[src/rtl/victim_cache_pkg.sv]
// Shared types and default geometry for the victim cache slice.
package victim_cache_pkg;

  localparam int VC_LINE_W = 128;
  localparam int VC_TAG_W  = 26;
  localparam int VC_DEPTH  = 4;

  typedef enum logic {
    IDLE,
    EVICT
  } vc_state_e;

  typedef struct packed {
    logic                 valid;
    logic                 dirty;
    logic [VC_TAG_W-1:0]  tag;
    logic [VC_LINE_W-1:0] data;
  } vc_entry_t;

endpackage

[src/rtl/victim_cache_if.sv]
// L1-facing probe/insert ports, memory write-back port and perf counters.
interface victim_cache_if import victim_cache_pkg::*; #(
  parameter int LINE_W = VC_LINE_W,
  parameter int TAG_W  = VC_TAG_W
);
  logic              lookup_req;
  logic              lookup_ready;
  logic [TAG_W-1:0]  lookup_tag;
  logic              rsp_valid;
  logic              rsp_hit;
  logic [LINE_W-1:0] rsp_data;
  logic              rsp_dirty;
  logic              insert_req;
  logic              insert_ready;
  logic [TAG_W-1:0]  insert_tag;
  logic [LINE_W-1:0] insert_data;
  logic              insert_dirty;
  logic              wb_req;
  logic [TAG_W-1:0]  wb_tag;
  logic [LINE_W-1:0] wb_data;
  logic              wb_ack;
  logic [31:0]       perf_hit_cnt;
  logic [31:0]       perf_miss_cnt;

  modport slave (
    input  lookup_req, lookup_tag, insert_req, insert_tag, insert_data, insert_dirty, wb_ack,
    output lookup_ready, rsp_valid, rsp_hit, rsp_data, rsp_dirty, insert_ready,
           wb_req, wb_tag, wb_data, perf_hit_cnt, perf_miss_cnt
  );

  modport master (
    output lookup_req, lookup_tag, insert_req, insert_tag, insert_data, insert_dirty, wb_ack,
    input  lookup_ready, rsp_valid, rsp_hit, rsp_data, rsp_dirty, insert_ready,
           wb_req, wb_tag, wb_data, perf_hit_cnt, perf_miss_cnt
  );
endinterface

[src/rtl/victim_cache_match.sv]
// Combinational valid-qualified tag match plus lowest-index free-entry finder.
module victim_cache_match import victim_cache_pkg::*; #(
  parameter int TAG_W = VC_TAG_W,
  parameter int DEPTH = VC_DEPTH
) (
  input  logic [DEPTH-1:0]         valid,
  input  logic [TAG_W-1:0]         tags [DEPTH],
  input  logic [TAG_W-1:0]         key,
  output logic                     hit,
  output logic [$clog2(DEPTH)-1:0] hit_idx,
  output logic                     free_found,
  output logic [$clog2(DEPTH)-1:0] free_idx
);
  localparam int IW = $clog2(DEPTH);

  // Descending scan so the lowest matching index is the one left standing.
  always_comb begin
    hit        = 1'b0;
    hit_idx    = '0;
    free_found = 1'b0;
    free_idx   = '0;
    for (int i = DEPTH - 1; i >= 0; i--) begin
      if (valid[i] && (tags[i] == key)) begin
        hit     = 1'b1;
        hit_idx = IW'(i);
      end
      if (!valid[i]) begin
        free_found = 1'b1;
        free_idx   = IW'(i);
      end
    end
  end
endmodule

[src/rtl/victim_cache_wb.sv]
// Fully associative victim cache; probe answers 1 cycle later, dirty displacement stalls in EVICT until wb_ack.
// Probes beat inserts; VICTIM_CACHE_PERF_EN builds saturating hit/miss counters.
module victim_cache_wb import victim_cache_pkg::*; #(
  parameter int LINE_W = VC_LINE_W,
  parameter int TAG_W  = VC_TAG_W,
  parameter int DEPTH  = VC_DEPTH
) (
  input  logic           clk,
  input  logic           rst,
  victim_cache_if.slave  bus
);
  localparam int IW = $clog2(DEPTH);

  vc_state_e         state_q, state_d;
  logic [IW-1:0]     rr_q, rr_d;
  logic [DEPTH-1:0]  valid_q, valid_d, dirty_q, dirty_d;
  logic [TAG_W-1:0]  tag_q [DEPTH];
  logic [TAG_W-1:0]  tag_d [DEPTH];
  logic [LINE_W-1:0] data_q [DEPTH];
  logic [LINE_W-1:0] data_d [DEPTH];
  logic              rsp_valid_q, rsp_valid_d, rsp_hit_q, rsp_hit_d, rsp_dirty_q, rsp_dirty_d;
  logic [LINE_W-1:0] rsp_data_q, rsp_data_d;
  logic [TAG_W-1:0]  wb_tag_q, wb_tag_d;
  logic [LINE_W-1:0] wb_data_q, wb_data_d;
  logic [TAG_W-1:0]  key;
  logic              m_hit, m_free;
  logic [IW-1:0]     m_hit_idx, m_free_idx, ins_idx;

  // At most one operation is accepted per cycle, so one comparator serves both.
  assign key = bus.lookup_req ? bus.lookup_tag : bus.insert_tag;

  victim_cache_match #(.TAG_W(TAG_W), .DEPTH(DEPTH)) u_match (
    .valid      (valid_q),
    .tags       (tag_q),
    .key        (key),
    .hit        (m_hit),
    .hit_idx    (m_hit_idx),
    .free_found (m_free),
    .free_idx   (m_free_idx)
  );

  always_comb begin
    state_d     = state_q;
    rr_d        = rr_q;
    valid_d     = valid_q;
    dirty_d     = dirty_q;
    tag_d       = tag_q;
    data_d      = data_q;
    rsp_valid_d = 1'b0;
    rsp_hit_d   = 1'b0;
    rsp_dirty_d = 1'b0;
    rsp_data_d  = '0;
    wb_tag_d    = wb_tag_q;
    wb_data_d   = wb_data_q;
    ins_idx     = '0;
    case (state_q)
      IDLE: begin
        if (bus.lookup_req) begin
          rsp_valid_d = 1'b1;
          rsp_hit_d   = m_hit;
          if (m_hit) begin
            rsp_data_d         = data_q[m_hit_idx];
            rsp_dirty_d        = dirty_q[m_hit_idx];
            valid_d[m_hit_idx] = 1'b0;
          end
        end else if (bus.insert_req) begin
          if (m_hit) begin
            ins_idx          = m_hit_idx;
            dirty_d[ins_idx] = dirty_q[ins_idx] | bus.insert_dirty;
          end else if (m_free) begin
            ins_idx          = m_free_idx;
            dirty_d[ins_idx] = bus.insert_dirty;
          end else begin
            ins_idx          = rr_q;
            rr_d             = rr_q + IW'(1);
            dirty_d[ins_idx] = bus.insert_dirty;
            if (dirty_q[rr_q]) begin
              wb_tag_d  = tag_q[rr_q];
              wb_data_d = data_q[rr_q];
              state_d   = EVICT;
            end
          end
          valid_d[ins_idx] = 1'b1;
          tag_d[ins_idx]   = bus.insert_tag;
          data_d[ins_idx]  = bus.insert_data;
        end
      end
      EVICT: begin
        if (bus.wb_ack) state_d = IDLE;
      end
      default: state_d = IDLE;
    endcase
  end

  always_ff @(posedge clk or negedge rst) begin
    if (!rst) begin
      state_q     <= IDLE;
      rr_q        <= '0;
      valid_q     <= '0;
      dirty_q     <= '0;
      rsp_valid_q <= 1'b0;
      rsp_hit_q   <= 1'b0;
      rsp_dirty_q <= 1'b0;
      rsp_data_q  <= '0;
      wb_tag_q    <= '0;
      wb_data_q   <= '0;
    end else begin
      state_q     <= state_d;
      rr_q        <= rr_d;
      valid_q     <= valid_d;
      dirty_q     <= dirty_d;
      rsp_valid_q <= rsp_valid_d;
      rsp_hit_q   <= rsp_hit_d;
      rsp_dirty_q <= rsp_dirty_d;
      rsp_data_q  <= rsp_data_d;
      wb_tag_q    <= wb_tag_d;
      wb_data_q   <= wb_data_d;
    end
  end

  // Line storage carries no reset; valid_q gates every use of it.
  always_ff @(posedge clk) begin
    tag_q  <= tag_d;
    data_q <= data_d;
  end

  assign bus.lookup_ready = (state_q == IDLE);
  assign bus.insert_ready = (state_q == IDLE) & ~bus.lookup_req;
  assign bus.rsp_valid    = rsp_valid_q;
  assign bus.rsp_hit      = rsp_hit_q;
  assign bus.rsp_data     = rsp_data_q;
  assign bus.rsp_dirty    = rsp_dirty_q;
  assign bus.wb_req       = (state_q == EVICT);
  assign bus.wb_tag       = wb_tag_q;
  assign bus.wb_data      = wb_data_q;

`ifdef VICTIM_CACHE_PERF_EN
  logic [31:0] hit_cnt_q, hit_cnt_d, miss_cnt_q, miss_cnt_d;

  always_comb begin
    hit_cnt_d  = hit_cnt_q;
    miss_cnt_d = miss_cnt_q;
    if (rsp_valid_q && rsp_hit_q && (hit_cnt_q != 32'hFFFF_FFFF))
      hit_cnt_d = hit_cnt_q + 32'd1;
    if (rsp_valid_q && !rsp_hit_q && (miss_cnt_q != 32'hFFFF_FFFF))
      miss_cnt_d = miss_cnt_q + 32'd1;
  end

  always_ff @(posedge clk or negedge rst) begin
    if (!rst) begin
      hit_cnt_q  <= '0;
      miss_cnt_q <= '0;
    end else begin
      hit_cnt_q  <= hit_cnt_d;
      miss_cnt_q <= miss_cnt_d;
    end
  end

  assign bus.perf_hit_cnt  = hit_cnt_q;
  assign bus.perf_miss_cnt = miss_cnt_q;
`else
  assign bus.perf_hit_cnt  = 32'd0;
  assign bus.perf_miss_cnt = 32'd0;
`endif
endmodule

[src/flat_wrapper.sv]
// flat-port wrapper written by rule: the top's interface ports become plain ports
module victim_cache_wb_flat import victim_cache_pkg::*;
#(
  parameter int LINE_W = VC_LINE_W,
  parameter int TAG_W  = VC_TAG_W,
  parameter int DEPTH  = VC_DEPTH
)
  (clk, rst, bus_lookup_req, bus_lookup_tag, bus_insert_req, bus_insert_tag, bus_insert_data, bus_insert_dirty, bus_wb_ack, bus_lookup_ready, bus_rsp_valid, bus_rsp_hit, bus_rsp_data, bus_rsp_dirty, bus_insert_ready, bus_wb_req, bus_wb_tag, bus_wb_data, bus_perf_hit_cnt, bus_perf_miss_cnt);
  victim_cache_if #(.LINE_W(LINE_W), .TAG_W(TAG_W)) bus_i ();
  input  logic clk;
  input  logic rst;
  input wire logic [$bits(bus_i.lookup_req)-1:0] bus_lookup_req;
  input wire logic [$bits(bus_i.lookup_tag)-1:0] bus_lookup_tag;
  input wire logic [$bits(bus_i.insert_req)-1:0] bus_insert_req;
  input wire logic [$bits(bus_i.insert_tag)-1:0] bus_insert_tag;
  input wire logic [$bits(bus_i.insert_data)-1:0] bus_insert_data;
  input wire logic [$bits(bus_i.insert_dirty)-1:0] bus_insert_dirty;
  input wire logic [$bits(bus_i.wb_ack)-1:0] bus_wb_ack;
  output wire logic [$bits(bus_i.lookup_ready)-1:0] bus_lookup_ready;
  output wire logic [$bits(bus_i.rsp_valid)-1:0] bus_rsp_valid;
  output wire logic [$bits(bus_i.rsp_hit)-1:0] bus_rsp_hit;
  output wire logic [$bits(bus_i.rsp_data)-1:0] bus_rsp_data;
  output wire logic [$bits(bus_i.rsp_dirty)-1:0] bus_rsp_dirty;
  output wire logic [$bits(bus_i.insert_ready)-1:0] bus_insert_ready;
  output wire logic [$bits(bus_i.wb_req)-1:0] bus_wb_req;
  output wire logic [$bits(bus_i.wb_tag)-1:0] bus_wb_tag;
  output wire logic [$bits(bus_i.wb_data)-1:0] bus_wb_data;
  output wire logic [$bits(bus_i.perf_hit_cnt)-1:0] bus_perf_hit_cnt;
  output wire logic [$bits(bus_i.perf_miss_cnt)-1:0] bus_perf_miss_cnt;
  assign bus_i.lookup_req = bus_lookup_req;
  assign bus_i.lookup_tag = bus_lookup_tag;
  assign bus_i.insert_req = bus_insert_req;
  assign bus_i.insert_tag = bus_insert_tag;
  assign bus_i.insert_data = bus_insert_data;
  assign bus_i.insert_dirty = bus_insert_dirty;
  assign bus_i.wb_ack = bus_wb_ack;
  assign bus_lookup_ready = bus_i.lookup_ready;
  assign bus_rsp_valid = bus_i.rsp_valid;
  assign bus_rsp_hit = bus_i.rsp_hit;
  assign bus_rsp_data = bus_i.rsp_data;
  assign bus_rsp_dirty = bus_i.rsp_dirty;
  assign bus_insert_ready = bus_i.insert_ready;
  assign bus_wb_req = bus_i.wb_req;
  assign bus_wb_tag = bus_i.wb_tag;
  assign bus_wb_data = bus_i.wb_data;
  assign bus_perf_hit_cnt = bus_i.perf_hit_cnt;
  assign bus_perf_miss_cnt = bus_i.perf_miss_cnt;
  victim_cache_wb #(.LINE_W(LINE_W), .TAG_W(TAG_W), .DEPTH(DEPTH)) u_core (.clk(clk), .rst(rst), .bus(bus_i));
endmodule
[config.mk]
export PLATFORM = sky130hd
export DESIGN_NAME = victim_cache_wb_flat
export DESIGN_NICKNAME = d
export VERILOG_FILES = /design/src/rtl/victim_cache_pkg.sv /design/src/rtl/victim_cache_if.sv /design/src/rtl/victim_cache_match.sv /design/src/rtl/victim_cache_wb.sv /design/src/flat_wrapper.sv
export SDC_FILE = /design/constraint.sdc
export NUM_CORES = 1
export LEC_CHECK = 0
export ABC_CLOCK_PERIOD_IN_PS = 27600
export CAP_MARGIN = 20
export CELL_PAD_IN_SITES_DETAIL_PLACEMENT = 0
export CELL_PAD_IN_SITES_GLOBAL_PLACEMENT = 1
export CORE_ASPECT_RATIO = 1.75
export CORE_MARGIN = 8
export CORE_UTILIZATION = 50
export DETAILED_ROUTE_END_ITERATION = 10
export PLACE_DENSITY = 0.9
export SYNTH_ARGS = -nofsm -noshare
export SYNTH_HDL_FRONTEND = slang
export SYNTH_SLANG_ARGS = --single-unit
[constraint.sdc]
create_clock -name clk -period 27.6 [get_ports clk]
set_input_delay 2.76 -clock clk [delete_from_list [all_inputs] [get_ports clk]]
set_output_delay 2.76 -clock clk [all_outputs]
set_load 0.1 [all_outputs]
==> impl_metrics.csv, run 1 <==
group,metric,value,unit
status,status,"completed",
synthesis,yosysTopAreaCell,"edfxtp_1",
power_and_ir_drop,seq_power_share,39.6,%
power_and_ir_drop,ir_drop,0.103,mV
die,row_count,133,
drt,routed_wl,103000,um
die,placeableCoreArea,74900,sq um
die,fp.dieW,224,um
synthesis,yosys.cell_count.top_type,"edfxtp_1",
clock_tree,ctsResizeCount,0,
sta,worst_pin_slew,1.17,ns
place,dp_hpwl,66400,um
clock_tree,cts_tree,"yes",
synthesis,synthFlopType,"edfxtp_1",
synthesis,synth_edf_count,616,
synthesis,synth_seq_area_share,68.7,%
power_and_ir_drop,finalPower,4920,uW
sta,post-route-period-util,31.0,%
synthesis,synth.cells.most_frequent,"edfxtp_1 (616), dfrtp_1 (296), mux2_1 (266), mux4_2 (155), nand2_1 (153)",
sta,skew,0.0247,ns
worst_hold_path,worstHoldPathType,"reg -> reg",
drt,drcViolationCount,0,
setup_path,cpPeakStageDelay,0.80,ns
setup_path,cp-end-kind,"flop",
sta,period_minus_slack,8.56,ns
run,maxCapViolations,0,
die,start_util,50.4,%
drt,post_drt_via_cell_ratio,5.99,
setup_path,critPathArrivalTime,8.84,ns
sta,slew_headroom,22.1,%
sta,fmax,0.117,GHz
power_and_ir_drop,combPwrFrac,37.3,%
synthesis,syn_avg_cell_area,17.1,sq um
synthesis,yosys-top-cells-area,"edfxtp_1 (49%), dfrtp_1 (20%), mux4_2 (9.3%)",
clock_tree,cts_buffer_depth,3,
setup_path,rr_worst_depth,10,
power_and_ir_drop,p_per_area,107,nW/um^2
drt,final_antenna_net_count,0,
global_route,grt_max_degree,73,
place,io_buffers,473,
global_route,antenna_found_initial,31,
die,die_area,84800,sq um
worst_hold_path,min_from,"u_core.bus.wb_data[45]",
synthesis,syn_area,37700,sq um
synthesis,yosysWarnings,0,
setup_path,critPathSlowestCell,"buf_2",
setup_path,start_kind,"primary input",
clock_tree,cts_buffers,80,
place,gp_congestion,0.894,
setup_path,crit_fanout,56,
sta,hold_viol,0,
synthesis,yosys.cell_types.count,55,
synthesis,yosys.area.top_type_share,49.0,%
power_and_ir_drop,p_int,2960,uW
drt,wire_per_inst,27.9,um
drt,drtIter0Drc,1618,
worst_hold_path,holdPathStages,1,
layout,nNetsFinal,2855,
setup_path,r2r_slack,22.10,ns
clock_tree,insertion_delay,0.67,ns
global_route,grt_overflow,0,
clock_tree,htree_levels,3,
clock_tree,cts.sinks,912,
die,fp.dieH,379,um
setup_path,crit_chain,"buf_2 > mux2i_1 > xnor2_1 > nor4_1 > nand4_1 > or2_1 > a21oi_4 > buf_4 > a31oi_2 > nor2_4 > buf_4 > buf_4",
layout,area_growth,21.6,%
sta,final_max_slew_viol_count,0,
clock_tree,clkTransAtPathRegs,0.06,ns
clock_tree,hold_buffers,0,
clock_tree,root_buffer,"clkbuf_16",
setup_path,r2r_start,"u_core.tag_q[54]",
worst_hold_path,min_to,"u_core.bus.wb_data[45]",
die,ioPinCount,538,
synthesis,synthCells,2206,
layout,drive_gt1_share,12.6,%
setup_path,path_class,"in -> reg",
global_route,grt_pass1_vias,24100,
synthesis,postSynth.asyncResetShare,32.5,%
drt,vias,22200,
synthesis,ys_seq_elements,912,
power_and_ir_drop,swShare,39.8,%
power_and_ir_drop,total_leakage_power,0.0166,uW
drt,first_pass_iters,5,
setup_path,crit_required,27.89,ns
clock_tree,cts_setup_buffers,0,
sta,setup_viol,0,
global_route,track_usage,24.0,%
power_and_ir_drop,clkPwrFrac,23.1,%
sta,rsz0062_at_grt,"false",
sta,setup_tns,0,ns
global_route,grt_pass1_wl,152000,um
setup_path,cpMostUsedCell,"buf_4",
setup_path,reg2reg_to,"u_core.data_q[1]",
power_and_ir_drop,power.switching,1960,uW
==> per-stage QoR <==
step	hold WS (ns)	util [%]	area (sq um)	std cells	worst slack [ns]
floorplan	0.474	-	38000	2269	11.36
global placement	0.473	57.6	43100	3528	18.25
detailed placement	0.480	57.6	43100	3528	18.32
CTS	0.495	61.2	45800	3678	18.98
global route	0.506	61.2	45800	3700	18.69
finish	0.488	61.2	45900	3703	19.04
==> sequential cells by signal (all words and copies together) (netlist names) <==
signal,flops
u_core.bus.rsp_data,128
u_core.bus.rsp_dirty,1
u_core.bus.rsp_hit,1
u_core.bus.rsp_valid,1
u_core.bus.wb_data,128
u_core.bus.wb_req,1
u_core.bus.wb_tag,26
u_core.data_q,512
u_core.dirty_q,4
u_core.rr_q,2
u_core.tag_q,104
u_core.valid_q,4
==> layout make-up <==
class,instances,area (sq um)
clock buffer,106,2170
tap,945,1180
sequential,912,25900
timing repair buffer,510,5010
antenna,25,62.6
inverter,8,30.0
multi-input combinational,1153,11000
clock inverter,44,478
fill,5421,29000
==> worst max-delay path by stage <==
| stage | startpoint | end |
|---|---|---|
| 2_1_floorplan | bus_lookup_req | u_core.data_q[256] |
| 3_3_place_gp | bus_lookup_req | u_core.data_q[1] |
| 3_5_place_dp | bus_lookup_req | u_core.data_q[2] |
| 4_1_cts | bus_lookup_req | u_core.data_q[10] |
| 5_1_grt | bus_lookup_req | u_core.data_q[19] |
| 6_report | bus_lookup_req | u_core.data_q[1] |
==> worst max-delay path, delay by kind of cell <==
kind            cells  cell delay [ns]
buf+inv             4             2.73
simple gates        4             2.06
mux                 1             0.58
compound gates      2             0.46
xor+xnor            1             0.17
==> cells by family after synthesis <==
group                    after synthesis  synth area share, %
XOR/XNOR                             105                 2.44
AO/OA/AOI/OAI                        284                 4.83
buffers and inverters                204                 2.92
AND/OR/NAND/NOR                      249                 2.95
flip-flops                           912                 68.7
adder cells (fa/ha/maj)                4                0.133
multiplexers                         447                 18.0
other                                  1              0.00994
==> placed cells by master, fill, tap and decap left out, types with 4 or more instances in the layout <==
cell,count
clkbuf_16,81
nand4_1,11
clkbuf_1,20
mux2i_2,5
a22oi_1,111
xnor2_1,68
dfrtp_1,294
xor2_1,37
bufinv_16,8
clkinv_2,16
clkbuf_8,5
mux2_1,266
mux2i_1,18
nor3_1,4
clkdlybuf4s50_1,469
nor4_1,17
inv_1,6
nand2_1,153
edfxtp_1,616
a31oi_1,7
nor2_1,18
nand3_1,25
a21o_1,7
a221oi_1,11
diode_2,25
conb_1,64
mux4_2,155
a21oi_1,126
clkinvlp_4,7
ha_1,4
buf_4,39
clkinv_1,8
==> metal layers <==
| metal | part of all wire, % | global-route usage (%) | wire, um | vias up |
|---|---|---|---|---|
| met5 | 0.070 | 0 | 72 | - |
| met4 | 4.7 | 14.2 | 4840 | 10 |
| met3 | 7.9 | 5.32 | 8140 | 235 |
| met2 | 52 | 40.9 | 53500 | 1139 |
| met1 | 36 | 27.7 | 37000 | 11400 |
| li1 | - | - | - | 9346 |
==> power groups by stage <==
| stage | combinational [uW] | clock [uW] | sequential, uW |
|---|---|---|---|
| 6_report | 1830 | 1140 | 1950 |
| 5_1_grt | 1910 | 1210 | 1970 |
| 4_1_cts | 1850 | 1160 | 1940 |
| 3_5_place_dp | 1850 | 0 | 1970 |
| 3_3_place_gp | 1830 | 0 | 1950 |
| 2_1_floorplan | 663 | 0 | 2650 |
Note: power is estimated with default switching activity, not from simulation.
==> run 2: changes to the inputs <==
--- a/config.mk
+++ b/config.mk
@@ -5,15 +5,15 @@
 export SDC_FILE = /design/constraint.sdc
 export NUM_CORES = 1
 export LEC_CHECK = 0
-export ABC_CLOCK_PERIOD_IN_PS = 27600
+export ABC_CLOCK_PERIOD_IN_PS = 7800
 export CAP_MARGIN = 20
 export CELL_PAD_IN_SITES_DETAIL_PLACEMENT = 0
 export CELL_PAD_IN_SITES_GLOBAL_PLACEMENT = 1
 export CORE_ASPECT_RATIO = 1.75
 export CORE_MARGIN = 8
-export CORE_UTILIZATION = 50
+export CORE_UTILIZATION = 42
 export DETAILED_ROUTE_END_ITERATION = 10
-export PLACE_DENSITY = 0.9
+export PLACE_DENSITY = 0.81
 export SYNTH_ARGS = -nofsm -noshare
 export SYNTH_HDL_FRONTEND = slang
 export SYNTH_SLANG_ARGS = --single-unit
==> constraint.sdc (replaced) <==
create_clock -name clk -period 7.8 [get_ports clk]
set_input_delay 0.78 -clock clk [delete_from_list [all_inputs] [get_ports clk]]
set_output_delay 0.78 -clock clk [all_outputs]
set_load 0.1 [all_outputs]
==> impl_metrics.csv, run 2 (same netlist as run 1, synthesis figures left out) <==
group,metric,value,unit
status,status,"completed",
layout,n_fill_cell,7160,
drt,first_pass_iters,6,
power_and_ir_drop,combPwrFrac,36.4,%
global_route,grt_pass1_wl,156000,um
place,gp_congestion,0.850,
sta,post-route-period-util,68.1,%
global_route,grt_pass1_vias,24200,
sta,period_minus_slack,5.31,ns
setup_path,cpPeakStageDelay,0.84,ns
layout,final_cell_count_no_fill,3924,
die,die_area,100000,sq um
sta,hold_viol,0,
global_route,grt_max_degree,146,
layout,final_cell_mix,"edfxtp_1 (616), clkdlybuf4s50_1 (471), dfrtp_1 (294), mux2_1 (266), mux4_2 (155)",
sta,worst_pin_slew,1.19,ns
setup_path,crit_buf_inv,3,
die,start_util,42.3,%
power_and_ir_drop,p_int,11000,uW
drt,drtIter0Drc,1587,
worst_hold_path,worstHoldPathType,"in -> async",
clock_tree,cts_tree,"yes",
setup_path,cp-end-kind,"flop",
sta,setup_viol,0,
power_and_ir_drop,finalPower,17900,uW
layout,final_common_cell,"edfxtp_1",
power_and_ir_drop,power.switching,6960,uW
power_and_ir_drop,swShare,38.8,%
power_and_ir_drop,seq_power_share,38.3,%
layout,nNetsFinal,2857,
drt,routed_wl,104000,um
sta,rsz0062_at_grt,"false",
drt,vias,22000,
layout,largest_reg_flops,512,
place,dp_hpwl,64800,um
global_route,grt_overflow,0,
global_route,antenna_found_initial,16,
die,row_count,145,
clock_tree,cts_setup_buffers,0,
die,fp.dieH,412,um
global_route,track_usage,20.6,%
layout,area_growth,23.9,%
drt,drcViolationCount,0,
sta,fmax,0.188,GHz
place,placed_area,43600,sq um
clock_tree,clkTransAtPathRegs,0.07,ns
setup_path,crit_fanout,51,
sta,slew_headroom,20.8,%
clock_tree,cts_buffer_depth,3,
setup_path,crit_required,8.13,ns
place,dp.cells,3756,
place,io_buffers,473,
clock_tree,insertion_delay,0.68,ns
setup_path,path_class,"in -> reg",
sta,final_max_slew_viol_count,0,
layout,drive_gt1_share,13.0,%
setup_path,crit_family,"simple AND/OR/NAND/NOR gates",
die,placeableCoreArea,89100,sq um
clock_tree,htree_levels,3,
power_and_ir_drop,total_leakage_power,0.0169,uW
setup_path,critPathArrivalTime,5.64,ns
drt,final_antenna_net_count,0,
sta,skew,0.0291,ns
clock_tree,hold_buffers,0,
clock_tree,cts.sinks,912,
layout,finalInstanceArea,46700,sq um
clock_tree,cts_buffers,83,
clock_tree,root_buffer,"clkbuf_16",
power_and_ir_drop,p_per_area,384,nW/um^2
setup_path,crit_chain,"buf_2 > buf_4 > mux2i_1 > xnor2_1 > nor3_1 > nand3_1 > or2_1 > a21oi_4 > a31oi_2 > and3_4 > buf_12",
clock_tree,ctsResizeCount,0,
setup_path,start_kind,"primary input",
die,fp.dieW,243,um
run,maxCapViolations,0,
drt,post_drt_via_cell_ratio,5.61,
drt,wire_per_inst,26.6,um
power_and_ir_drop,clkPwrFrac,25.3,%
layout,regMostFlops,"u_core.data_q",
power_and_ir_drop,ir_drop,0.291,mV
setup_path,critPathSlowestCell,"or2_1",
die,ioPinCount,538,
-- run 2: cell count changes in the layout (fill, tap and decap cells not counted), sizes merged, moves of 3 or more --
cell,previous run,this run
clkinvlp,7,4
bufinv,8,16
clkinv,26,17
buf,41,38
diode,25,10
clkbuf,106,114
-- run 2: per-stage QoR --
step	utilization, %	hold slack, ns	setup WS [ns]	TNS [ns]
floorplan	-	0.474	-1.75	-271.18
global placement	48.9	0.473	1.82	0
detailed placement	48.9	0.481	1.77	0
CTS	52.4	0.147	2.46	0
global route	52.4	0.134	2.23	0
finish	52.5	0.0992	2.49	0
-- run 2: worst paths after layout --
kind | start | to | slack [ns] | depth (start not counted)
max in group asynchronous | rst | u_core.bus.rsp_data[101] | 6.15 | 2
min | rst | u_core.bus.wb_tag[23] | 0.1 | 1
max reg2reg | u_core.tag_q[53] | u_core.data_q[211] | 3.47 | 8
max | bus_lookup_req | u_core.data_q[211] | 2.49 | 11
min reg2reg | u_core.bus.wb_data[48] | u_core.bus.wb_data[48] | 0.49 | 1
min in group clk | u_core.bus.wb_data[48] | u_core.bus.wb_data[48] | 0.49 | 1
-- run 2: layout make-up --
cell class                 count  area, sq um  area share (%)
tap                         1176         1470            3.15
clock inverter                42          711            1.52
timing repair buffer         509         5170            11.1
antenna                       10         25.0          0.0536
multi-input combinational   1153        11000            23.6
inverter                       8         30.0          0.0643
sequential                   912        25900            55.5
clock buffer                 114         2390            5.11
-- run 2: power by group through the flow --
stage	Clock, uW	Combinational (uW)	Sequential, uW
6_report	4540	6530	6860
2_1_floorplan	0	2350	9330
5_1_grt	4800	6820	6940
4_1_cts	4640	6610	6850
3_5_place_dp	0	6590	6940
3_3_place_gp	0	6520	6870
-- run 2: per-layer routing --
layer | vias to the layer above | track usage (%) | part of all wire, %
met5 | - | 0 | 0.053
met3 | 173 | 4.93 | 7.2
met1 | 11500 | 23.7 | 37
met4 | 8 | 8.68 | 3.2
li1 | 9342 | - | -
met2 | 1015 | 36.4 | 52
==> run 3: changes to the inputs <==
--- a/config.mk
+++ b/config.mk
@@ -5,15 +5,15 @@
 export SDC_FILE = /design/constraint.sdc
 export NUM_CORES = 1
 export LEC_CHECK = 0
-export ABC_CLOCK_PERIOD_IN_PS = 7800
+export ABC_CLOCK_PERIOD_IN_PS = 5400
 export CAP_MARGIN = 20
 export CELL_PAD_IN_SITES_DETAIL_PLACEMENT = 0
 export CELL_PAD_IN_SITES_GLOBAL_PLACEMENT = 1
 export CORE_ASPECT_RATIO = 1.75
 export CORE_MARGIN = 8
-export CORE_UTILIZATION = 42
+export CORE_UTILIZATION = 46
 export DETAILED_ROUTE_END_ITERATION = 10
-export PLACE_DENSITY = 0.81
+export PLACE_DENSITY = 0.84
 export SYNTH_ARGS = -nofsm -noshare
 export SYNTH_HDL_FRONTEND = slang
 export SYNTH_SLANG_ARGS = --single-unit
==> constraint.sdc (replaced) <==
create_clock -name clk -period 5.4 [get_ports clk]
set_input_delay 0.54 -clock clk [delete_from_list [all_inputs] [get_ports clk]]
set_output_delay 0.54 -clock clk [all_outputs]
set_load 0.1 [all_outputs]
==> impl_metrics.csv, run 3 (same netlist as run 1, synthesis figures left out) <==
group,metric,value,unit
power_and_ir_drop,seq_power_share,39.3,%
sta,setup_viol,0,
setup_path,cp-end-kind,"flop",
power_and_ir_drop,swShare,39.8,%
global_route,grt_overflow,0,
layout,area_growth,23.2,%
setup_path,crit_fanout,29,
clock_tree,cts_buffers,80,
drt,drcViolationCount,0,
place,dp.cells,3653,
power_and_ir_drop,p_per_area,541,nW/um^2
sta,fmax,0.227,GHz
clock_tree,insertion_delay,0.68,ns
power_and_ir_drop,clkPwrFrac,22.6,%
power_and_ir_drop,combPwrFrac,38.2,%
clock_tree,ctsResizeCount,0,
global_route,antenna_found_initial,21,
power_and_ir_drop,p_int,15100,uW
global_route,grt_pass1_vias,23500,
die,start_util,46.2,%
die,ioPinCount,538,
layout,nNetsFinal,2869,
layout,final_cell_count_no_fill,3819,
global_route,grt_pass1_wl,152000,um
clock_tree,root_buffer,"clkbuf_16",
drt,routed_wl,103000,um
drt,final_antenna_net_count,0,
sta,holdWs,0.447,ns
status,status,"completed",
sta,hold_viol,0,
clock_tree,hold_buffers,1,
die,die_area,91800,sq um
worst_hold_path,worstHoldPathType,"in -> reg",
layout,drive_gt1_share,13.0,%
layout,final_util,57.0,%
sta,period_minus_slack,4.41,ns
die,fp.dieH,395,um
run,maxCapViolations,0,
setup_path,crit_required,5.75,ns
layout,final_common_cell,"edfxtp_1",
setup_path,critPathArrivalTime,4.75,ns
setup_path,path_class,"in -> reg",
layout,largest_reg_flops,512,
drt,post_drt_via_cell_ratio,5.77,
drt,wire_per_inst,27.0,um
place,dp_hpwl,66400,um
setup_path,start_kind,"primary input",
sta,setup_tns,0,ns
die,row_count,139,
layout,regMostFlops,"u_core.data_q",
global_route,track_usage,22.0,%
clock_tree,cts.sinks,912,
drt,vias,22000,
power_and_ir_drop,power.switching,10000,uW
power_and_ir_drop,total_leakage_power,0.0167,uW
drt,first_pass_iters,8,
die,placeableCoreArea,81600,sq um
drt,drtIter0Drc,1643,
clock_tree,cts_tree,"yes",
global_route,grt_max_degree,146,
layout,final_cell_mix,"edfxtp_1 (616), clkdlybuf4s50_1 (471), dfrtp_1 (294), mux2_1 (266), mux4_2 (155)",
clock_tree,cts_setup_buffers,0,
sta,final_max_slew_viol_count,0,
sta,slew_headroom,21.7,%
layout,n_fill_cell,6255,
clock_tree,clkTransAtPathRegs,0.07,ns
sta,worst_pin_slew,1.17,ns
sta,post-route-period-util,81.6,%
place,io_buffers,473,
clock_tree,htree_levels,3,
die,fp.dieW,232,um
sta,rsz0062_at_grt,"false",
clock_tree,cts_buffer_depth,3,
sta,skew,0.0272,ns
power_and_ir_drop,ir_drop,0.573,mV
place,gp_congestion,0.870,
## run 3: cell types whose count changed in the layout (fill, tap and decap cells not counted), moves of 3 or more
cell,change
buf_12,+12
bufinv_16,-12
mux2i_4,+9
mux2i_1,-8
clkbuf_1,+7
clkinv_1,+7
diode_2,+6
clkbuf_16,-5
clkbuf_8,-5
clkinvlp_4,-3
## run 3: path summary, 6_finish.rpt
check / startpoint / to / slack (ns) / cells past startpoint
min: bus_wb_ack / u_core.bus.wb_req / 0.45 / 2
max: bus_lookup_req / u_core.data_q[407] / 0.99 / 11
max reg2reg: u_core.tag_q[44] / u_core.data_q[407] / 1.78 / 9
min reg2reg: u_core.bus.wb_data[48] / u_core.bus.wb_data[48] / 0.49 / 1
max in group asynchronous: rst / u_core.bus.wb_data[73] / 3.55 / 3
min in group asynchronous: rst / u_core.bus.rsp_data[10] / 0.57 / 2
## run 3: stage by stage
stage	power [uW]	instance area [sq um]	setup slack, ns
after floorplan	16900	38100	-1.63
after global placement	19500	43800	0.316
after detailed placement	19700	43800	0.256
after CTS	25400	46400	0.990
after global routing	26000	46400	0.775
final	25100	46500	0.994
## run 3: power by group through the flow
| stage | clock network, uW | logic [uW] | registers (uW) |
|---|---|---|---|
| floorplan | 0 | 3430 | 13400 |
| global placement | 0 | 9610 | 9870 |
| detailed placement | 0 | 9660 | 9990 |
| CTS | 5800 | 9710 | 9860 |
| global route | 6020 | 9980 | 10000 |
| finish | 5670 | 9590 | 9860 |
## run 3: final cells by class
| class | count | area, sq um | share of cell area, % |
|---|---|---|---|
| Clock buffer | 111 | 2220 | 4.78 |
| Antenna cell | 16 | 40.0 | 0.0862 |
| Clock inverter | 38 | 355 | 0.765 |
| Multi-Input combinational cell | 1153 | 11100 | 24.0 |
| Inverter | 8 | 30.0 | 0.0646 |
| Tap cell | 1057 | 1320 | 2.85 |
| Sequential cell | 912 | 25900 | 55.8 |
| Timing Repair Buffer | 524 | 5430 | 11.7 |
## run 3: worst max-delay path, stage by stage
cell and delay, ns:
buf_2 0.75, mux2i_1 0.54, xnor2_1 0.22, nor4_1 0.50, nand4_1 0.36, o211ai_1 0.45
a21oi_4 0.14, a31oi_4 0.29, nor3b_4 0.35, buf_12 0.28, buf_4 0.29
## run 3: layer usage
metal / wire length (um) / share of wire [%] / vias up / track usage [%]
li1: - / - / 9373 / -
met1: 38200 / 37 / 11400 / 26.4
met2: 52000 / 50 / 1055 / 36.7
met3: 8560 / 8.3 / 207 / 5.30
met4: 4330 / 4.2 / 10 / 10.7
met5: 69 / 0.067 / - / 0
